<file path="config.mk">
export PLATFORM = sky130hd
export DESIGN_NAME = ps2_device_tx
export DESIGN_NICKNAME = d
export VERILOG_FILES = /design/src/rtl/ps2_pkg.sv /design/src/rtl/ps2_tx_fifo.sv /design/src/rtl/ps2_device_tx.sv
export SDC_FILE = /design/constraint.sdc
export NUM_CORES = 1
export LEC_CHECK = 0
export BUFFER_PORTS_ARGS = -buffer_cell sky130_fd_sc_hd__buf_2
export CORE_ASPECT_RATIO = 1.1
export CORE_MARGIN = 10
export CORE_UTILIZATION = 45
export CTS_CLUSTER_DIAMETER = 80
export DETAILED_ROUTE_END_ITERATION = 10
export PLACE_DENSITY = 0.72
export REMOVE_ABC_BUFFERS = 1
export SKIP_CTS_REPAIR_TIMING = 1
export SYNTH_ARGS = -nofsm -noshare
export SYNTH_HDL_FRONTEND = slang
export SYNTH_SLANG_ARGS = --single-unit
</file>
<file path="constraint.sdc">
create_clock -name clk -period 4.6 [get_ports clk]
set_input_delay 0.23 -clock clk [delete_from_list [all_inputs] [get_ports clk]]
set_output_delay 0.23 -clock clk [all_outputs]
set_load 0.1 [all_outputs]
</file>
<file path="src/rtl/ps2_pkg.sv">
// ps2_pkg: shared definitions for the PS/2 device-side transmitter.
//   ps2_state_t : transmitter FSM states
//   FRAME_BITS  : bits per PS/2 frame (start, 8 data, parity, stop)
//   STOP_IDX    : bit index of the stop cell
//   odd_parity  : parity bit that makes the 9-bit data+parity word odd
//   make_frame  : builds the frame, bit k is transmitted in cell k
package ps2_pkg;

    typedef enum logic [1:0] {
        ST_IDLE  = 2'd0,
        ST_SHIFT = 2'd1,
        ST_GAP   = 2'd2
    } ps2_state_t;

    localparam int         FRAME_BITS = 11;
    localparam logic [3:0] STOP_IDX   = 4'(FRAME_BITS - 1);

    function automatic logic odd_parity(input logic [7:0] d);
        return ~^d;
    endfunction

    function automatic logic [FRAME_BITS-1:0] make_frame(input logic [7:0] d);
        return {1'b1, odd_parity(d), d, 1'b0};
    endfunction

endpackage

</file>
<file path="src/rtl/ps2_tx_fifo.sv">
// ps2_tx_fifo: small synchronous FIFO holding bytes waiting for transmission.
//   clk, resetn      : clock, synchronous active-low reset (empties the queue)
//   push, push_data  : write request; ignored while full
//   pop, pop_data    : read request; pop_data is the current head (show-ahead)
//   full, empty      : occupancy flags
// DEPTH must be a power of two so the pointers wrap naturally.
module ps2_tx_fifo #(
    parameter int WIDTH = 8,
    parameter int DEPTH = 4
) (
    input  logic             clk,
    input  logic             resetn,
    input  logic             push,
    input  logic [WIDTH-1:0] push_data,
    input  logic             pop,
    output logic [WIDTH-1:0] pop_data,
    output logic             full,
    output logic             empty
);

    localparam int AW = (DEPTH > 1) ? $clog2(DEPTH) : 1;

    logic [WIDTH-1:0] mem [DEPTH];
    logic [AW-1:0]    wr_ptr_reg;
    logic [AW-1:0]    rd_ptr_reg;
    logic [AW:0]      count_reg;
    logic             push_ok;
    logic             pop_ok;

    assign full    = (count_reg == (AW+1)'(DEPTH));
    assign empty   = (count_reg == '0);
    assign push_ok = push & ~full;
    assign pop_ok  = pop & ~empty;

    // Head is read combinationally so the transmitter can load the frame in
    // the same cycle it pops.
    assign pop_data = mem[rd_ptr_reg];

    always_ff @(posedge clk) begin
        if (push_ok) begin
            mem[wr_ptr_reg] <= push_data;
        end
    end

    always_ff @(posedge clk) begin
        if (!resetn) begin
            wr_ptr_reg <= '0;
            rd_ptr_reg <= '0;
            count_reg  <= '0;
        end else begin
            if (push_ok) begin
                wr_ptr_reg <= wr_ptr_reg + AW'(1);
            end
            if (pop_ok) begin
                rd_ptr_reg <= rd_ptr_reg + AW'(1);
            end
            case ({push_ok, pop_ok})
                2'b10:   count_reg <= count_reg + (AW+1)'(1);
                2'b01:   count_reg <= count_reg - (AW+1)'(1);
                default: count_reg <= count_reg;
            endcase
        end
    end

endmodule

</file>
<file path="src/rtl/ps2_device_tx.sv">
// ps2_device_tx: PS/2 device-side byte transmitter (keyboard-style scan codes).
//   clk, resetn         : clock, synchronous active-low reset
//   in_valid, in_data   : byte offer, accepted when in_ready is high
//   in_ready            : byte queue not full
//   ps2_clk_in          : sensed PS/2 clock line (asynchronous), used to spot host inhibit
//   ps2_clk_o, ps2_data_o : driven PS/2 lines, 1 = released
//   busy                : a frame or its trailing gap is in progress
// Each bit cell is CLK_DIV cycles clock-high followed by CLK_DIV cycles
// clock-low; data changes only at the start of a cell. After each frame
// GAP_CELLS idle cells are inserted.
import ps2_pkg::*;

module ps2_device_tx #(
    parameter int CLK_DIV    = 2500,
    parameter int GAP_CELLS  = 2,
    parameter int FIFO_DEPTH = 4
) (
    input  logic       clk,
    input  logic       resetn,
    input  logic       in_valid,
    input  logic [7:0] in_data,
    output logic       in_ready,
    input  logic       ps2_clk_in,
    output logic       ps2_clk_o,
    output logic       ps2_data_o,
    output logic       busy
);

    localparam int CELL_LEN = 2 * CLK_DIV;
    localparam int CNT_W    = $clog2(CELL_LEN);
    localparam int GAP_LEN  = GAP_CELLS * CELL_LEN;
    localparam int GAP_W    = (GAP_LEN > 1) ? $clog2(GAP_LEN) : 1;

    ps2_state_t              state_reg, state_next;
    logic [CNT_W-1:0]        cnt_reg, cnt_next;
    logic [3:0]              bit_reg, bit_next;
    logic [GAP_W-1:0]        gap_reg, gap_next;
    logic [FRAME_BITS-1:0]   frame_reg, frame_next;
    logic                    retry_reg, retry_next;
    logic                    clk_o_reg, clk_o_next;
    logic                    data_o_reg, data_o_next;
    logic                    busy_reg, busy_next;
    logic [1:0]              sync_reg;
    logic                    inhibit;
    logic                    pop;
    logic [7:0]              head;
    logic                    fifo_full;
    logic                    fifo_empty;

    ps2_tx_fifo #(
        .WIDTH (8),
        .DEPTH (FIFO_DEPTH)
    ) u_fifo (
        .clk       (clk),
        .resetn    (resetn),
        .push      (in_valid),
        .push_data (in_data),
        .pop       (pop),
        .pop_data  (head),
        .full      (fifo_full),
        .empty     (fifo_empty)
    );

    assign in_ready   = ~fifo_full;
    assign ps2_clk_o  = clk_o_reg;
    assign ps2_data_o = data_o_reg;
    assign busy       = busy_reg;

    // Synchroniser resets to the released level so reset never looks like inhibit.
    always_ff @(posedge clk) begin
        if (!resetn) begin
            sync_reg <= 2'b11;
        end else begin
            sync_reg <= {sync_reg[0], ps2_clk_in};
        end
    end

    // The host can only be heard pulling the clock low while we release it.
    assign inhibit = ~sync_reg[1] & clk_o_reg;

    always_comb begin
        state_next = state_reg;
        cnt_next   = cnt_reg;
        bit_next   = bit_reg;
        gap_next   = gap_reg;
        frame_next = frame_reg;
        retry_next = retry_reg;
        pop        = 1'b0;

        case (state_reg)
            ST_IDLE: begin
                if (!inhibit) begin
                    if (retry_reg) begin
                        // Resend the aborted byte still held in frame_reg.
                        state_next = ST_SHIFT;
                        retry_next = 1'b0;
                        cnt_next   = '0;
                        bit_next   = '0;
                    end else if (!fifo_empty) begin
                        pop        = 1'b1;
                        frame_next = make_frame(head);
                        state_next = ST_SHIFT;
                        cnt_next   = '0;
                        bit_next   = '0;
                    end
                end
            end
            ST_SHIFT: begin
                if (inhibit && (bit_reg != STOP_IDX)) begin
                    state_next = ST_IDLE;
                    retry_next = 1'b1;
                    cnt_next   = '0;
                    bit_next   = '0;
                end else if (cnt_reg == CNT_W'(CELL_LEN - 1)) begin
                    cnt_next = '0;
                    if (bit_reg == STOP_IDX) begin
                        bit_next   = '0;
                        gap_next   = '0;
                        state_next = (GAP_LEN == 0) ? ST_IDLE : ST_GAP;
                    end else begin
                        bit_next = bit_reg + 4'd1;
                    end
                end else begin
                    cnt_next = cnt_reg + CNT_W'(1);
                end
            end
            ST_GAP: begin
                if (gap_reg == GAP_W'(GAP_LEN - 1)) begin
                    gap_next = '0;
                    // Start the next queued byte directly so consecutive frames
                    // are separated by exactly the gap, with no extra idle cycle.
                    if (!inhibit && !fifo_empty) begin
                        pop        = 1'b1;
                        frame_next = make_frame(head);
                        state_next = ST_SHIFT;
                        cnt_next   = '0;
                        bit_next   = '0;
                    end else begin
                        state_next = ST_IDLE;
                    end
                end else begin
                    gap_next = gap_reg + GAP_W'(1);
                end
            end
            default: begin
                state_next = ST_IDLE;
            end
        endcase

        // Outputs are registered from the next state so the lines never glitch.
        clk_o_next  = 1'b1;
        data_o_next = 1'b1;
        if (state_next == ST_SHIFT) begin
            clk_o_next  = (cnt_next < CNT_W'(CLK_DIV));
            data_o_next = frame_next[bit_next];
        end
        busy_next = (state_next != ST_IDLE);
    end

    always_ff @(posedge clk) begin
        if (!resetn) begin
            state_reg  <= ST_IDLE;
            cnt_reg    <= '0;
            bit_reg    <= '0;
            gap_reg    <= '0;
            frame_reg  <= '0;
            retry_reg  <= 1'b0;
            clk_o_reg  <= 1'b1;
            data_o_reg <= 1'b1;
            busy_reg   <= 1'b0;
        end else begin
            state_reg  <= state_next;
            cnt_reg    <= cnt_next;
            bit_reg    <= bit_next;
            gap_reg    <= gap_next;
            frame_reg  <= frame_next;
            retry_reg  <= retry_next;
            clk_o_reg  <= clk_o_next;
            data_o_reg <= data_o_next;
            busy_reg   <= busy_next;
        end
    end

endmodule

</file>
==> metrics.md, run 1 <==
| Metric | Value |
|---|---|
| Die width | `113.4 um` |
| Sw Share | `0.3630` |
| Final critical-path share of the clock period | `0.7239` |
| Slew @ Worst Pin | `928.3 ps` |
| CP cell instances | `or4_4 > nor4_4 > a31oi_2 > inv_1 > ha_1 > inv_1 > fa_1 > xor2_1 > or3_1 > a21boi_0` |
| First drt pass iteration count | `4` |
| # rows | `37` |
| Combinational share of power | `0.333` |
| Seq cells post-synth | `91` |
| Num CTS Buffers | `9` |
| Inserted Diodes | `0` |
| Number of remaining DRC errors | `0` |
| CTS sink count | `91` |
| Critical Path Most Common Cell | `inv_1` |
| Worst slew margin | `0.3792` |
| Required time worst endpoint | `4880 ps` |
| Critical path destination | `u_fifo.count_reg[2]$_SDFFE_PN0P_` |
| Die H | `122.8 um` |
| DR WL/cell | `14.59 um` |
| Clock latency on the worst-skew pair | `370 ps` |
| Top area cells in the synthesized netlist | `dfxtp_1 (27%), edfxtp_1 (22%), mux4_2 (4.2%), nor2b_1 (3.2%), o21ai_0 (3.0%)` |
| TritonCTS clock tree | `built` |
| Core ar. | `9351 um^2` |
| Setup crit start | `gap_reg[7]$_SDFFE_PN0P_` |
| Port buffer count | `15` |
| First-pass GRT wire length | `14.64 mm` |
| Design area | `4669 um^2` |
| Setup CP Type | `reg -> reg` |
| Slew Limit Fails | `0` |
| Max incr delay on CP | `560 ps` |
| Final nets | `454` |
| Max cap viols | `0` |
| H-Tree Depth | `3` |
| Fmax | `300.3 MHz` |
| RSZ-0062 raised after global routing | `no` |
| Pint | `1463 uW` |
| R2R depth | `10` |
| Vias per std cell | `5.504` |
| Final WL | `8.082 mm` |
| Critical hold path startpoint | `ps2_clk_in` |
| Clock Skew | `11.11 ps` |
| Clock share of power | `0.227` |
| Worst setup SP type | `register` |
| Final setup viols | `0` |
| Synth Warn # | `0` |
| Setup slack, reg-to-reg | `1270 ps` |
| Die area | `13920 um^2` |
| Initial DRC Count | `140` |
| Worst Setup End Kind | `register` |
| Grt ovf | `0` |
| NetSw | `833.7 uW` |
| Vias in the first global route | `3093` |
| Pwr dens | `491.8 nW/um^2` |
| Crit-path max FO | `17` |
| Clock root buffer | `clkbuf_8` |
| Flop pwr share | `0.440` |
| Max clock buf depth | `2` |
| Dominant register cell in the synthesized netlist | `dfxtp_1` |
| Routability congestion estimate | `0.8127` |
| Largest net degree at the start of global routing | `49` |
| Area growth, synth to finish | `8.111%` |
| CTS clk-pin slew, worst paths | `100 ps` |
| Placed cell area | `4481 um^2` |
| Worst hold path class | `in -> reg` |
| DPL Wire Length | `5.576 mm` |
| Fillers | `865` |
| Vias | `3049` |
| Mapped Cells | `421` |
| CP arrival | `3610 ps` |
| Dominant cell type by area after synthesis | `dfxtp_1` |
| Endpoints failing hold | `0` |
| Leak | `0.001635 uW` |
| Final TNS setup | `0 ps` |
| Share of cells above drive strength 1 | `0.1167` |
| Reg-to-Reg End | `u_fifo.count_reg[2]$_SDFFE_PN0P_` |
| Async set-reset flop share out of synthesis | `0` |
| Status | `completed` |
| Avg Inst Size Synth | `10.26 um^2` |
| R2r startpoint | `gap_reg[7]$_SDFFE_PN0P_` |
| Post-synth cell types | `58` |
| Max FFs per register | `32` |
| Synthesized cell area | `4319 um^2` |
| Share of the synthesized area in the top cell type | `0.2735` |
| EDFF count, synth | `32` |
| Starting Density | `0.4619` |
| Gr usage total | `0.1273` |
| I/O Pins | `16` |
| Seq/Total Area, Yosys | `0.4959` |
| Maximum vdd drop | `0.2771 mV` |
| Initial antenna violation count | `0` |
| Post-DRT Antenna Nets | `0` |
| Post-route minimum period | `3330 ps` |
| Slowest stage cell, crit path | `or4_4` |
-- through the flow --
stage / setup WS, ps / hold WS (ps) / util / std cells / power, uW
2_1_floorplan: 1182 / 303.0 / - / 405 / 1625
3_3_place_gp: 1401 / 418.2 / 0.4791 / 538 / 1772
3_5_place_dp: 1330 / 416.4 / 0.4791 / 538 / 1793
4_1_cts: 1248 / 15.02 / 0.4993 / 554 / 2321
5_1_grt: 1025 / 27.39 / 0.4993 / 554 / 2449
6_report: 1270 / 38.72 / 0.4993 / 554 / 2297
-- cell usage in the layout (no fill, tap or decap), types with 8 or more instances in the layout --
cell type / Yosys / final
xor2_1: 9 / 9
edfxtp_1: 32 / 32
buf_2: 0 / 15
mux4_2: 8 / 8
mux2i_1: 9 / 9
xnor2_1: 12 / 12
ha_1: 9 / 9
inv_1: 13 / 13
dfxtp_1: 59 / 59
nor2b_1: 22 / 22
a21oi_1: 20 / 20
nor2_1: 29 / 29
nand2_1: 29 / 29
nand3_1: 15 / 15
and2_1: 18 / 18
nor3_1: 16 / 16
clkbuf_8: 0 / 9
and3_1: 9 / 9
o21ai_0: 26 / 26
-- synth_stat cells (all sizes together) (2+ instances only) --
cell type / count
or4: 3
a21boi: 8
xor2: 9
nor4: 4
nand2: 29
or3: 3
buf: 2
dfxtp: 59
clkbuf: 14
nor2: 29
nand3: 15
mux2i: 9
a21o: 2
o21ai: 27
nor3: 16
o211ai: 2
nor4b: 2
o21a: 5
a31oi: 3
nand2b: 5
xnor2: 12
ha: 9
mux4: 8
a21oi: 20
a22oi: 2
edfxtp: 32
o31a: 2
nor2b: 22
nor4bb: 3
nor3b: 2
nand4: 5
inv: 13
and2: 18
and3: 9
-- cells by family after synthesis --
kind of cell / synth area share
and+or+nand+nor: 0.2187
DFF: 0.4959
AOI/OAI and AO/OA: 0.1199
buffers and inverters: 0.02694
xor gates and xnor gates: 0.04258
muxes: 0.06518
adders and majority gates: 0.03071
-- power groups by stage --
stage	clock [uW]	combinational [uW]	sequential, uW
after floorplan	0	562	1060
after global placement	0	749	1020
after detailed placement	0	765	1030
after CTS	540	770	1010
after global routing	576	849	1020
final	521	765	1010
-- metal layers --
layer  vias up  global-route usage  wire length [um]
li1       1548                   -                 -
met1      1454              0.1561              3750
met2        39              0.2079              3930
met3         8             0.03563               312
met4         0             0.05000                89
met5         -                   0                 0
-- how the worst min path moves through the flow --
stage,endpoint,depth (start not counted)
2_1_floorplan,sync_reg[0]$_SDFF_PN1_,1
3_3_place_gp,sync_reg[0]$_SDFF_PN1_,2
3_5_place_dp,sync_reg[0]$_SDFF_PN1_,2
4_1_cts,sync_reg[0]$_SDFF_PN1_,2
5_1_grt,sync_reg[0]$_SDFF_PN1_,2
6_report,sync_reg[0]$_SDFF_PN1_,2
-- final cells by class --
type,instances,area (um^2),area share
Clock inverter,7,65.06,0.01393
Inverter,13,48.80,0.01045
Tap cell,117,146.4,0.03135
Sequential cell,91,2142,0.4587
Timing Repair Buffer,16,82.58,0.01768
Clock buffer,9,123.9,0.02653
Multi-Input combinational cell,301,2061,0.4413
-- critical path, delay by kind of cell, from the launching register on --
kind / cells / cell delay [ps]
adders and majority gates: 2 / 580
xor gates and xnor gates: 1 / 160
and+or+nand+nor: 3 / 1200
DFF: 1 / 360
buffers and inverters: 2 / 330
AOI/OAI and AO/OA: 2 / 610
Power figures use the tool's default switching activity.
==> inputs of run 2 (changes only) <==
Settings changed: ABC_AREA set to 1.
Clock period 4.6 ns to 3.1 ns, I/O delays scaled along.
==> metrics.md, run 2 <==
| Metric | Value |
|---|---|
| Status | `completed` |
| Dominant cell type by area after synthesis | `dfxtp_1` |
| Slowest stage cell, crit path | `fa_1` |
| Endpoints failing hold | `0` |
| XOR/XNOR Fraction of Synth Area | `0.003593` |
| # rows | `39` |
| Vias in the first global route | `3834` |
| CTS clk-pin slew, worst paths | `70 ps` |
| Combinational share of power | `0.369` |
| Required time worst endpoint | `3340 ps` |
| Post-route minimum period | `2530 ps` |
| CTS sink count | `91` |
| Share of cells above drive strength 1 | `0.1377` |
| Setup crit start | `gap_reg[0]$_SDFFE_PN0P_` |
| Final TNS setup | `0 ps` |
| Commonest non-fill, non-tap cell in the layout | `nand2_1` |
| First-pass GRT wire length | `17.08 mm` |
| Simple-gate share of the synthesized area | `0.3611` |
| R2r startpoint | `gap_reg[0]$_SDFFE_PN0P_` |
| Final WL | `9.992 mm` |
| Max cap viols | `0` |
| Avg Inst Size Synth | `7.546 um^2` |
| Number of remaining DRC errors | `0` |
| Initial DRC Count | `290` |
| Hold Slack | `14.97 ps` |
| Clock Skew | `7.575 ps` |
| Max FFs per register | `32` |
| Die H | `129.2 um` |
| CP top delay family | `simple AND/OR/NAND/NOR gates` |
| Post-synthesis mux area share | `0` |
| Final setup viols | `0` |
| Largest family of logic cells by synthesized area | `simple AND/OR/NAND/NOR gates` |
| Final critical-path share of the clock period | `0.8160` |
| Gr usage total | `0.1321` |
| Post-synth cell types | `50` |
| Worst slew margin | `0.4687` |
| RSZ-0062 raised after global routing | `no` |
| Slew Limit Fails | `0` |
| Critical hold path startpoint | `in_data[4]` |
| Sw Share | `0.4097` |
| Max clock buf depth | `2` |
| Most frequent cells in the layout | `nand2_1 (189), inv_1 (66), nor2_1 (63), nand3_1 (63), dfxtp_1 (59)` |
| Die area | `15400 um^2` |
| Top post-synthesis cells by count | `nand2_1 (189), inv_1 (66), nand3_1 (63), nor2_1 (63), dfxtp_1 (59)` |
| EDFF count, synth | `32` |
| Max incr delay on CP | `380 ps` |
| Leak | `0.002249 uW` |
| Crit-path max FO | `18` |
| Vias per std cell | `5.057` |
| Async set-reset flop share out of synthesis | `0` |
| DPL Wire Length | `7.291 mm` |
| Post-DRT Antenna Nets | `0` |
| Core ar. | `10490 um^2` |
| Complex-gate fraction of the synthesized area | `0.08522` |
| Worst setup SP type | `register` |
| Routability congestion estimate | `0.8497` |
| Starting Density | `0.4646` |
| Num CTS Buffers | `9` |
| Grt ovf | `0` |
| Largest net degree at the start of global routing | `37` |
| Synthesized cell area | `4875 um^2` |
| Die width | `119.2 um` |
| Adder-cell share of the synthesized area | `0.02721` |
| Initial antenna violation count | `0` |
| Slew @ Worst Pin | `794.0 ps` |
| NetSw | `1675 uW` |
| Pint | `2414 uW` |
| Setup CP Type | `reg -> reg` |
| Vias | `4101` |
| Worst Setup End Kind | `register` |
| CP cell instances | `ha_1 > nand3_1 > nor2_1 > nand3_4 > nand2_4 > ha_1 > inv_1 > fa_1 > a21oi_1 > o21ai_0 > o21ai_0 > a21oi_1` |
| Clock latency on the worst-skew pair | `350 ps` |
| Core Util, Final | `0.5122` |
| Seq cells post-synth | `91` |
| Fmax | `395.3 MHz` |
| First drt pass iteration count | `5` |
| Final nets | `685` |
| Top area cells in the synthesized netlist | `dfxtp_1 (24%), edfxtp_1 (20%), nand2_1 (15%), nand3_1 (6.5%), inv_1 (5.1%)` |
| Pwr dens | `760.8 nW/um^2` |
| Dominant register cell in the synthesized netlist | `dfxtp_1` |
| Flop pwr share | `0.363` |
| Synth Warn # | `0` |
| H-Tree Depth | `3` |
| Seq/Total Area, Yosys | `0.4394` |
| Clock share of power | `0.268` |
| Worst hold path class | `in -> reg` |
| Most common cell in the synthesized netlist | `nand2_1` |
| Inserted Diodes | `0` |
| Maximum vdd drop | `0.4591 mV` |
| Share of the synthesized area in the top cell type | `0.2423` |
| Area growth, synth to finish | `10.24%` |
| Mapped Cells | `646` |
| I/O Pins | `16` |
| CP arrival | `2770 ps` |
| Clock root buffer | `clkbuf_16` |
| Port buffer count | `15` |
| Worst path buffer plus inverter count | `1` |
| TritonCTS clock tree | `built` |
| DR WL/cell | `12.32 um` |
-- run 2: cell count changes in the layout (fill, tap and decap cells not counted), sizes merged, moves of 9 or more --
cell / change
xnor2: -12
nor3: -11
mux2i: -9
inv: +71
and2: -18
nor2b: -22
nand3: +52
nor2: +43
nand2: +177
-- run 2: layout make-up --
type                       instances  area [um^2]
timing repair buffer              19        107.6
multi-input combinational        457         2326
inverter                          85        322.8
sequential                        91         2142
fill                            1025         5117
tap                              143        178.9
clock buffer                       9        225.2
clock inverter                     7        71.32
-- run 2: cell families after synthesis --
kind of cell | after synthesis
AOI/OAI and AO/OA | 72
xor gates and xnor gates | 2
adders and majority gates | 10
buffers and inverters | 98
DFF | 91
and+or+nand+nor | 373
-- run 2: path summary, 6_finish.rpt --
path	depth (start not counted)	slack, ps	endpoint
max	12	570	u_fifo.count_reg[2]$_SDFFE_PN0P_
min	1	10	u_fifo.mem[0][4]$_DFFE_PP_
max reg2reg	12	570	u_fifo.count_reg[2]$_SDFFE_PN0P_
min reg2reg	1	420	sync_reg[1]$_SDFF_PN1_
-- run 2: power by group through the flow --
stage | clock, uW | sequential, uW | combinational, uW
6_report | 1100 | 1480 | 1510
5_1_grt | 1170 | 1500 | 1720
4_1_cts | 1130 | 1490 | 1510
3_5_place_dp | 0 | 1510 | 1500
3_3_place_gp | 0 | 1510 | 1460
2_1_floorplan | 0 | 1590 | 1080
-- run 2: metrics by stage --
stage / cell area (um^2) / worst slack [ps] / total power [uW] / std cells
3_3_place_gp: 5067 / 626.3 / 2969 / 794
5_1_grt: 5374 / 301.6 / 4391 / 811
2_1_floorplan: 4791 / 233.1 / 2677 / 633
3_5_place_dp: 5067 / 577.7 / 3011 / 794
4_1_cts: 5364 / 558.5 / 4125 / 810
6_report: 5374 / 570.3 / 4089 / 811
-- run 2: per-layer routing --
layer	GRT usage	up-vias	wire length, um
met5	0	-	0
met4	0.05392	0	176
met3	0.02911	14	336
met2	0.2358	79	5049
met1	0.1504	1886	4430
li1	-	2122	-
==> inputs of run 3 (changes only) <==
Clock period 3.1 ns to 2.6 ns, I/O delays scaled along.
==> metrics.md, run 3 (synthesis gave the netlist of run 2 again) <==
| Metric | Value |
|---|---|
| Maximum vdd drop | `0.6141 mV` |
| Worst path buffer plus inverter count | `1` |
| First-pass GRT wire length | `18.06 mm` |
| CP arrival | `2520 ps` |
| Final nets | `695` |
| R2R depth | `12` |
| Commonest non-fill, non-tap cell in the layout | `nand2_1` |
| DR WL/cell | `12.76 um` |
| Hold path depth | `1` |
| Starting Density | `0.4646` |
| Die area | `15400 um^2` |
| Vias | `4185` |
| Leak | `0.002284 uW` |
| Hold worst-path end | `u_fifo.mem[1][2]$_DFFE_PP_` |
| DPL Wire Length | `7.616 mm` |
| Fmax | `435.0 MHz` |
| I/O Pins | `16` |
| Critical hold path startpoint | `in_data[2]` |
| Grt ovf | `0` |
| Post-DRT Antenna Nets | `0` |
| Hold Slack | `-4.407 ps` |
| Setup CP Type | `reg -> reg` |
| Slew @ Worst Pin | `653.1 ps` |
| Worst setup SP type | `register` |
| Final WL | `10.48 mm` |
| Post-route minimum period | `2299 ps` |
| Initial DRC Count | `257` |
| Setup slack, reg-to-reg | `300 ps` |
| Placed cell area | `5112 um^2` |
| RSZ-0062 raised after global routing | `no` |
| Die width | `119.2 um` |
| Max cap viols | `0` |
| Gr usage total | `0.1386` |
| Slowest stage cell, crit path | `dfxtp_1` |
| R2r startpoint | `gap_reg[0]$_SDFFE_PN0P_` |
| Num CTS Buffers | `9` |
| Area occupied by multi-input gates | `2326 um^2` |
| Number of remaining DRC errors | `0` |
| Vias per std cell | `5.097` |
| Clock Skew | `5.537 ps` |
| CTS clk-pin slew, worst paths | `70 ps` |
| Inserted Diodes | `0` |
| Vias in the first global route | `4020` |
| Failing checks | `negative hold slack` |
| Inst Count DP | `800` |
| Max incr delay on CP | `380 ps` |
| CP top delay family | `adder cells` |
| Clock latency on the worst-skew pair | `340 ps` |
| Design area | `5448 um^2` |
| Slew Limit Fails | `0` |
| Area growth, synth to finish | `11.76%` |
| Clock root buffer | `clkbuf_16` |
| Required time worst endpoint | `2820 ps` |
| Sequential cell area | `2142 um^2` |
| Max FFs per register | `32` |
| Core Util, Final | `0.5193` |
| # rows | `39` |
| CP cell instances | `ha_1 > nand3_1 > nor2_1 > nand3_4 > nand2_4 > ha_1 > inv_1 > fa_1 > a21oi_1 > o21ai_0 > o21ai_0 > a21oi_1` |
| Core ar. | `10490 um^2` |
| First drt pass iteration count | `5` |
| Routability congestion estimate | `0.9273` |
| Fillers | `1020` |
| Most frequent cells in the layout | `nand2_1 (189), inv_1 (66), nor2_1 (63), nand3_1 (63), dfxtp_1 (59)` |
| Final critical-path share of the clock period | `0.8841` |
| Die H | `129.2 um` |
| H-Tree Depth | `3` |
| TritonCTS clock tree | `built` |
| Status | `finished with violations` |
| Worst Setup End Kind | `register` |
| Reg-to-Reg End | `u_fifo.count_reg[2]$_SDFFE_PN0P_` |
| Endpoints failing hold | `4` |
| CTS sink count | `91` |
| Share of cells above drive strength 1 | `0.1445` |
| Crit-path max FO | `4` |
| Largest net degree at the start of global routing | `23` |
| Initial antenna violation count | `0` |
| Worst hold path class | `in -> reg` |
| Max clock buf depth | `2` |
| Port buffer count | `15` |
| Post-Layout Cell Count | `821` |
| Final setup viols | `0` |
| Worst slew margin | `0.5619` |
| Pwr dens | `899.5 nW/um^2` |
==> run 3: changes by cell type in the layout (fill, tap and decap cells not counted) <==
| cell | delta |
|---|---|
| clkinv_2 | +1 |
| dlygate4sd3_1 | +4 |
| inv_6 | -1 |
| inv_8 | -2 |
| buf_4 | +6 |
| clkinvlp_4 | +2 |
==> run 3: worst register-to-register path, cell delays in order, from the launching register on <==
cell,delay [ps]
dfxtp_1,380
ha_1,200
nand3_1,100
nor2_1,210
nand3_4,110
nand2_4,70
ha_1,130
inv_1,70
fa_1,380
a21oi_1,150
o21ai_0,130
o21ai_0,200
a21oi_1,60
==> run 3: where the power goes <==
| group | leakage [uW] | internal [uW] | switching [uW] |
|---|---|---|---|
| Combinational | 0.00137 | 556 | 1310 |
| Clock | 0.000136 | 665 | 603 |
| Sequential | 0.000774 | 1670 | 102 |
| Total | 0.00228 | 2890 | 2010 |
==> run 3: metrics by stage <==
step                worst slack, ps  setup TNS [ps]  power [uW]
detailed placement            347.6               0        3639
global route                  30.51               0        5266
CTS                           314.8               0        4916
finish                        301.3               0        4900
global placement              461.1               0        3573
floorplan                    -266.9          -275.8        3192
==> run 3: layout make-up <==
class / count / share of cell area
flip-flops and latches: 91 / 0.3932
multi-input cells: 457 / 0.4270
clock inverters: 7 / 0.01102
repair buffers: 29 / 0.03537
well taps: 143 / 0.03284
clock buffers: 9 / 0.04134
inverters: 85 / 0.05926
==> run 3: worst max path at each step <==
stage / start / end / depth (start not counted)
floorplan: u_fifo.count_reg[0]$_SDFFE_PN0P_ / u_fifo.count_reg[2]$_SDFFE_PN0P_ / 10
global placement: gap_reg[0]$_SDFFE_PN0P_ / u_fifo.count_reg[2]$_SDFFE_PN0P_ / 12
detailed placement: state_reg[0]$_SDFF_PN0_ / u_fifo.count_reg[2]$_SDFFE_PN0P_ / 12
CTS: gap_reg[0]$_SDFFE_PN0P_ / u_fifo.count_reg[2]$_SDFFE_PN0P_ / 12
global route: gap_reg[0]$_SDFFE_PN0P_ / u_fifo.count_reg[2]$_SDFFE_PN0P_ / 12
finish: gap_reg[0]$_SDFFE_PN0P_ / u_fifo.count_reg[2]$_SDFFE_PN0P_ / 12
==> run 3: layer usage <==
metal / track usage / part of all wire / vias to the layer above
li1: - / - / 2148
met1: 0.1640 / 0.45 / 1937
met2: 0.2449 / 0.50 / 85
met3: 0.02346 / 0.031 / 15
met4: 0.05679 / 0.020 / 0
met5: 0 / 0 / -
